**config.mk**
```make
export PLATFORM = sky130hd
export DESIGN_NAME = usb_txn_ctrl
export DESIGN_NICKNAME = d
export VERILOG_FILES = /design/src/rtl/usb_txn_ctrl.sv
export SDC_FILE = /design/constraint.sdc
export NUM_CORES = 1
export LEC_CHECK = 0
export CORE_MARGIN = 2
export CORE_UTILIZATION = 45
export DETAILED_ROUTE_END_ITERATION = 7
export GPL_ROUTABILITY_DRIVEN = 0
export GPL_TIMING_DRIVEN = 0
export HOLD_SLACK_MARGIN = 0.12
export PLACE_DENSITY = 0.89
export SLEW_MARGIN = 5
export SYNTH_ARGS = -nofsm -noshare
export SYNTH_HDL_FRONTEND = slang
export SYNTH_SLANG_ARGS = --single-unit
```
**constraint.sdc**
```tcl
create_clock -name clk -period 2.11 [get_ports clk]
set_clock_uncertainty 0.2 [all_clocks]
set_input_delay 0.211 -clock clk [delete_from_list [all_inputs] [get_ports clk]]
set_output_delay 0.211 -clock clk [all_outputs]
set_load 0.01 [all_outputs]
```
**src/rtl/usb_txn_ctrl.sv**
```systemverilog
// usb_txn_ctrl: device-side USB transaction sequencer.
// Sits between the rx packet decoder and the tx engine. It accepts tokens,
// picks the ACK/NAK/STALL/DATAx response, and signals commit/discard of OUT
// payloads and release of acknowledged IN payloads.
// Optional feature macro: USB_TXN_TOGGLE_EN enables per-endpoint data toggle
// tracking, duplicate OUT detection and DATA0/DATA1 alternation on IN.
module usb_txn_ctrl #(
  parameter int NUM_ENDP       = 4,
  parameter int TIMEOUT_CYCLES = 256
) (
  input  logic                clk,
  input  logic                nRST,
  input  logic                packet_done,
  input  logic [3:0]          rx_pid,
  input  logic [6:0]          rx_addr,
  input  logic [3:0]          rx_endp,
  input  logic                crc_ok,
  input  logic [6:0]          dev_addr,
  input  logic [NUM_ENDP-1:0] ep_stall,
  input  logic                rx_buf_ready,
  input  logic                tx_data_ready,
  input  logic                tx_done,
  output logic                tx_start,
  output logic [3:0]          tx_pid,
  output logic                tx_is_data,
  output logic                rx_commit,
  output logic                rx_discard,
  output logic                tx_buf_release,
  output logic [3:0]          cur_endp,
  output logic                busy
);

  localparam logic [3:0] PID_OUT   = 4'b0001;
  localparam logic [3:0] PID_IN    = 4'b1001;
  localparam logic [3:0] PID_SETUP = 4'b1101;
  localparam logic [3:0] PID_DATA0 = 4'b0011;
  localparam logic [3:0] PID_DATA1 = 4'b1011;
  localparam logic [3:0] PID_ACK   = 4'b0010;
  localparam logic [3:0] PID_NAK   = 4'b1010;
  localparam logic [3:0] PID_STALL = 4'b1110;

  localparam int EW = (NUM_ENDP > 1) ? $clog2(NUM_ENDP) : 1;
  localparam int TW = (TIMEOUT_CYCLES > 1) ? $clog2(TIMEOUT_CYCLES) : 1;
  localparam logic [TW-1:0] TIMER_LAST = TW'(TIMEOUT_CYCLES - 1);

  typedef enum logic [2:0] {
    IDLE,
    WAIT_DATA,
    SEND_HS,
    SEND_DATA,
    WAIT_ACK
  } state_t;

  state_t        state;
  logic [TW-1:0] timer;
  logic          is_setup;

`ifdef USB_TXN_TOGGLE_EN
  logic [NUM_ENDP-1:0] out_tog;
  logic [NUM_ENDP-1:0] in_tog;
`endif

  logic [EW-1:0] rx_idx;
  logic [EW-1:0] cur_idx;
  logic          is_token_pid;
  logic          token_hit;
  logic          is_data_pid;
  logic          timed_out;

  // Endpoint indices are narrowed to the toggle/stall vector width; only
  // endpoints below NUM_ENDP are ever accepted, so the upper bits are zero.
  assign rx_idx       = rx_endp[EW-1:0];
  assign cur_idx      = cur_endp[EW-1:0];
  assign is_token_pid = (rx_pid == PID_OUT) || (rx_pid == PID_IN) || (rx_pid == PID_SETUP);
  assign token_hit    = packet_done && crc_ok && is_token_pid && (rx_addr == dev_addr) &&
                        ({1'b0, rx_endp} < 5'(NUM_ENDP));
  assign is_data_pid  = (rx_pid == PID_DATA0) || (rx_pid == PID_DATA1);
  assign timed_out    = (timer == TIMER_LAST);
  assign busy         = (state != IDLE);

  // Transaction FSM: sequences token/data/handshake phases and drives all
  // registered outputs; pulses default low and are raised for one cycle.
  always_ff @(posedge clk or negedge nRST) begin
    if (!nRST) begin
      state          <= IDLE;
      timer          <= '0;
      is_setup       <= 1'b0;
      cur_endp       <= '0;
      tx_start       <= 1'b0;
      tx_pid         <= '0;
      tx_is_data     <= 1'b0;
      rx_commit      <= 1'b0;
      rx_discard     <= 1'b0;
      tx_buf_release <= 1'b0;
`ifdef USB_TXN_TOGGLE_EN
      out_tog        <= '0;
      in_tog         <= '0;
`endif
    end else begin
      tx_start       <= 1'b0;
      rx_commit      <= 1'b0;
      rx_discard     <= 1'b0;
      tx_buf_release <= 1'b0;

      case (state)
        IDLE: begin
          if (token_hit) begin
            cur_endp <= rx_endp;
            timer    <= '0;
            if (rx_pid == PID_IN) begin
              tx_start <= 1'b1;
              if (ep_stall[rx_idx]) begin
                tx_pid     <= PID_STALL;
                tx_is_data <= 1'b0;
                state      <= SEND_HS;
              end else if (!tx_data_ready) begin
                tx_pid     <= PID_NAK;
                tx_is_data <= 1'b0;
                state      <= SEND_HS;
              end else begin
`ifdef USB_TXN_TOGGLE_EN
                tx_pid     <= in_tog[rx_idx] ? PID_DATA1 : PID_DATA0;
`else
                tx_pid     <= PID_DATA0;
`endif
                tx_is_data <= 1'b1;
                state      <= SEND_DATA;
              end
            end else begin
              is_setup <= (rx_pid == PID_SETUP);
              state    <= WAIT_DATA;
            end
          end
        end

        WAIT_DATA: begin
          if (packet_done) begin
            state <= IDLE;
            if (is_data_pid) begin
              if (!crc_ok) begin
                rx_discard <= 1'b1;
              end else begin
                state      <= SEND_HS;
                tx_start   <= 1'b1;
                tx_is_data <= 1'b0;
                if (is_setup) begin
                  tx_pid    <= PID_ACK;
                  rx_commit <= 1'b1;
`ifdef USB_TXN_TOGGLE_EN
                  out_tog[cur_idx] <= 1'b1;
                  in_tog[cur_idx]  <= 1'b1;
`endif
                end else if (ep_stall[cur_idx]) begin
                  tx_pid     <= PID_STALL;
                  rx_discard <= 1'b1;
                end else if (!rx_buf_ready) begin
                  tx_pid     <= PID_NAK;
                  rx_discard <= 1'b1;
`ifdef USB_TXN_TOGGLE_EN
                end else if (rx_pid[3] != out_tog[cur_idx]) begin
                  tx_pid     <= PID_ACK;
                  rx_discard <= 1'b1;
                end else begin
                  tx_pid           <= PID_ACK;
                  rx_commit        <= 1'b1;
                  out_tog[cur_idx] <= ~out_tog[cur_idx];
                end
`else
                end else begin
                  tx_pid    <= PID_ACK;
                  rx_commit <= 1'b1;
                end
`endif
              end
            end
          end else if (timed_out) begin
            state <= IDLE;
          end else begin
            timer <= timer + 1'b1;
          end
        end

        SEND_HS: begin
          if (tx_done && !tx_start) begin
            state <= IDLE;
          end
        end

        SEND_DATA: begin
          if (tx_done && !tx_start) begin
            state <= WAIT_ACK;
            timer <= '0;
          end
        end

        WAIT_ACK: begin
          if (packet_done) begin
            state <= IDLE;
            if ((rx_pid == PID_ACK) && crc_ok) begin
              tx_buf_release <= 1'b1;
`ifdef USB_TXN_TOGGLE_EN
              in_tog[cur_idx] <= ~in_tog[cur_idx];
`endif
            end
          end else if (timed_out) begin
            state <= IDLE;
          end else begin
            timer <= timer + 1'b1;
          end
        end

        default: state <= IDLE;
      endcase
    end
  end

endmodule

```
After elaboration in Yosys (flattened, before gate mapping)
Cells that the tools add are included.

operators by class
  add/sub/neg operators = 1
  multipliers = 0
  div/mod/pow operators = 0
  magnitude comparators = 3
  equality and inequality tests = 21
  shift operators = 0
  muxes and demuxes = 63
  bitwise logic cells = 1
  reduce and logical (&&, ||, !) cells = 20

operator list
  operator               count
  $mux W4                10
  $mux W1                33
  $mux W8                4
  $pmux W8 S3            1
  $mux W3                7
  $ne A2 B2 Y1 const B   9
  $pmux W3 S5            1
  $eq A4 B4 Y1 const B   3
  $add A8 B1 Y8 const B  1
  $eq A4 B2 Y1 const B   2
  $eq A8 B8 Y1 const B   1
  $pmux W4 S2            1
  $eq A7 B7 Y1           1
  $eq A3 B2 Y1 const B   2
  $logic_and A1 B1 Y1    6
  $lt A2 B3 Y1 const B   2
  $reduce_and A3 Y1      2
  $reduce_and A6 Y1      1
  $reduce_bool A3 Y1     2
  $reduce_and A5 Y1      1
  $bmux W1 S2            2
  $eq A4 B1 Y1 const B   1
  $lt A4 B3 Y1 const B   1
  $mux W2                2
  other kinds (10)       13

storage, ports and cells
  flip-flop bits (word level) = 25
  latch bits = 0
  memory bits (writable) = 0
  ROM bits = 0
  bits of input ports = 33
  output and inout port bits = 14
  logic and storage cells = 119
  memories kept = 0

Longest topological paths before layout
  depth after elaboration = 8
  mapped depth = 7
  mapped depth without buffers = 6

Least setup slack after synthesis
No wires, ideal clock.

  path kind = reg2reg
  start = register cur_endp[0]
  end = register tx_pid[3]
  library setup time = 0.125 ns
  arrival = 1.638 ns
  required time = 1.785 ns
  slack = 0.148 ns
  cell stages (with the launch flop) = 6
  buffers on the path = 0
  period minus slack after synthesis = 1.962 ns
  cell sequence = dfrtp_1 mux4_1 nor2b_1 nor2_1 mux2_2 mux2_2

between the ends
  longest elaborated chain between the ends = 8

RTL lines
  element                        RTL line  text
  start, declared                29        output logic [3:0] cur_endp,
  start signal, assigned         108       cur_endp <= rx_endp;
  $bmux W1 S2                    153       end else if (ep_stall[cur_idx]) begin
  $mux W1 (implied by the code)  153
  $mux W4                        153
  $mux W4                        146       if (is_setup) begin
  $mux W4                        140       if (!crc_ok) begin
  $mux W4                        139       if (is_data_pid) begin
  $mux W4                        137       if (packet_done) begin
  $pmux W4 S2                    105       case (state)
  end signal, assigned           113       tx_pid <= PID_STALL;
  end signal, assigned           117       tx_pid <= PID_NAK;
  end signal, assigned           147       tx_pid <= PID_ACK;
  end, declared                  24        output logic [3:0] tx_pid,

Every way passes these cells. The select of a mux whose other input is x is not followed.
A chain may end at the register's enable or synchronous reset.

Worst setup path in the final report
  start = input port rx_endp[3]
  end = register timer[3]

between the ends
  longest elaborated chain between the ends = 4

RTL lines
  element                             RTL line  text
  start, declared                     16        input logic [3:0] rx_endp,
  $lt A4 B3 Y1                        76        ({1'b0, rx_endp} < 5'(NUM_ENDP));
  $logic_and A1 B1 Y1                 75        assign token_hit = packet_done && crc_ok && is_token_pid && (rx_addr == dev_addr) &&
  $ne A2 B2 Y1 (no source line)       n/a
  $reduce_and A5 Y1 (no source line)  n/a
  end signal, assigned                179       timer <= timer + 1'b1;
  end signal, assigned                208       timer <= timer + 1'b1;
  end, declared                       55        logic [TW-1:0] timer;

Every way passes these cells.

==> results.ini <==
[synth]
yosys.area_share.adder_pct=0.860
postSynthCellCount=141
synth_top_family_by_area=simple AND/OR/NAND/NOR gates
netlist_area_mm2=0.00146
synth_top_area_share_pct=41.3
synthArstFlopShare_pct=100
synth_compound_area_share_pct=15.7
synth_edf_count=0
synth_nets=175
yosys.area_share.xor_xnor_pct=4.21
synthTopCellsByArea=dfrtp_1 (41%), xor2_1 (4.2%), mux2_2 (3.9%), nor2b_1 (3.4%), a21oi_1 (3.1%)
synth_cell_types=45
ys_seq_elements=24
synthSimpleGateAreaFrac_pct=24.7
syn_area_per_cell_um2=10.3
yosysTopAreaCell=dfrtp_1
yosysSeqAreaShare_pct=41.3
ys.warnings.count=0
synth_flop_cell=dfrtp_1
synthMuxAreaShare_pct=10.5

[global_route]
grt_pass1_wl_um=5950
grt_overflow_total=0
antenna_found_initial=0
grt_usage_pct=21.5
grt_start_max_net_pins=25
grt_pass1_vias=1335

[placement]
numPortBuffers=46
dp_hpwl_um=2760
dp_slack_ns=-0.397

[pwr]
power_density_mw_per_mm2=559
leakagePower_nw=0.940
p_switching_uw=361
netSwitchingFraction_pct=31.1
ir_drop_v=0.000395
combPwrFrac_pct=29.4
pwr-share-seq_pct=49.0
clkPwrFrac_pct=21.6
p_int_uw=801

[finish]
drive_gt1_share_pct=14.5
nNetsFinal=228
n_antenna_cell=0
finalCoreUtilization_pct=68.1
area_delta_synth_final_pct=42.8

[detailed_routing]
wl_per_cell_um=16.1
dr_total_vias=1310
antenna_left=0
firstDrtPassIters=4
wl_um=3820
first_iter_violations=83
avgViaCountPerCell=5.53
drc=0

[sta]
period_needed_ns=2.07
layout_setup_ws_ns=0.0448
finalSetupViolations=0
worstMarginPinSlew_ns=1.08
slew_headroom_pct=27.9
setup_tns_ns=0
max_freq_mhz=484
fin_crit_sh_pct=97.9
drv_slew=0
finalHoldViolations=0

[status]
status=completed

[cts]
cts_tree=yes
htree_levels=1
cts.reportedPaths.clkPinSlew_ns=0.13
clockRootBuffer=clkbuf_4
insertion_delay_ns=0.32
cts_buffers=3
clk_path_buf_depth=2
clkSinkCount=24

[hold_path]
hold_start=crc_ok
min_path_type=in2reg

[setup_path]
crit_fanout=6
worstReg2RegStart=timer[6]$_DFFE_PN0P_
end_kind=register
crit_type=in2reg
crit_path_start=rx_endp[3]
arrival_ns=2.09
cp.required_ns=2.13
worst_setup_path_start_kind=input pin

[floorplan]
fp.dieH_um=60.9
start_util_pct=47.7
num_io_pins=47
dieArea_mm2=0.00370
die_w_um=60.9
coreArea_mm2=0.00305
rows=20

[job]
drv_cap=0

[synthesized netlist by cell type (2+ instances only)]
library cell / instances
nor2_1: 12
o21ai_0: 3
a211o_1: 2
a21oi_1: 9
mux2_4: 2
nand4_1: 4
and2_1: 2
dfrtp_1: 24
a22o_1: 2
a22oi_1: 2
nor2b_1: 8
mux2i_1: 4
nand2_1: 7
nand3_1: 5
inv_1: 3
nand3b_1: 3
mux2_2: 5
nor3_1: 4
buf_2: 2
o2bb2ai_1: 4
nand2b_1: 4
xor2_1: 7
[metal layers]
layer	track usage, %	vias to the layer above	wire length [um]
li1	-	624	-
met3	5.76	8	201
met2	39.5	41	2030
met1	24.9	637	1540
met5	0	-	0
met4	4.97	0	53
[per-stage QoR]
step	total power [mW]	cell area (um^2)	instances	hold slack, ns
after floorplan	0.741	1460	141	-0.285
after global placement	0.881	1970	231	0.254
after detailed placement	0.900	1970	231	0.269
after CTS	1.15	2020	235	0.277
after global routing	1.23	2080	237	0.139
final	1.16	2080	237	0.135
[critical path, stage by stage]
cell	delay, ns
clkdlybuf4s50_1	0.41
nand4bb_4	0.24
nor4b_4	0.41
nand4_1	0.21
and2_1	0.29
a211o_1	0.32
[placed cells by master (no fill, tap or decap), types with 2 or more instances in the layout]
cell type        netlist  final
and2_1                 2      2
mux2_4                 2      2
nor2_1                12     11
clkbuf_4               0      3
nand4_1                4      4
a22oi_1                2      2
dfrtp_1               24     24
a22o_1                 2      2
nand2b_1               4      4
clkdlybuf4s50_1        0     42
a21oi_1                9      9
o2bb2ai_1              4      4
xor2_1                 7      7
o21ai_0                3      3
nand3_1                5      5
mux2i_1                4      4
buf_4                  1      2
inv_1                  3      3
nor2b_1                8      8
mux2_2                 5      5
a211o_1                2      2
dlygate4sd3_1          0      2
dlymetal6s2s_1         0      3
nand3b_1               3      3
nor3_1                 4      3
nand2_1                7      7
[power by group through the flow]
stage / Clock, mW / Sequential (mW) / Combinational, mW
floorplan: 0 / 0.569 / 0.171
global placement: 0 / 0.570 / 0.311
detailed placement: 0 / 0.572 / 0.328
CTS: 0.252 / 0.564 / 0.331
global route: 0.272 / 0.583 / 0.379
finish: 0.251 / 0.570 / 0.342
[registers in the layout, summed over array words and instances, names as in the netlist]
signal	cells
timer	8
cur_endp	4
tx_pid	4
state	3
is_setup	1
rx_commit	1
rx_discard	1
tx_buf_release	1
tx_start	1
[layout make-up]
class,instances,area [um^2]
plain buffers,3,23.8
flip-flops and latches,24,601
repair buffers,49,494
well taps,44,55.1
inverters,3,11.3
multi-input cells,110,857
fillers,240,975
clock buffers,4,36.3
[path summary, 6_finish.rpt]
kind	end	slack, ns	depth (start not counted)
worst min register to register	tx_pid[1]$_DFFE_PN0P_	0.30	1
min in group asynchronous	timer[4]$_DFFE_PN0P_	0.25	1
worst min-delay path	tx_buf_release$_DFF_PN0_	0.13	3
worst max-delay path	timer[3]$_DFFE_PN0P_	0.04	6
worst max register to register	timer[7]$_DFFE_PN0P_	0.08	5
max in group asynchronous	tx_buf_release$_DFF_PN0_	0.81	1
[logic make-up after synthesis]
family / Yosys count
buffers and inverters: 7
muxes: 12
and+or+nand+nor: 61
xor gates and xnor gates: 7
DFF: 24
AOI/OAI and AO/OA: 29
adders and majority gates: 1
[repair_timing]
action                     CTS  global route
resized for setup            3             8
hold endpoints to repair     0             2
hold buffers                 0             2
setup endpoints to repair    6             6
pin swaps                    1             4
buffers inserted             0             1
Power figures use the tool's default switching activity.
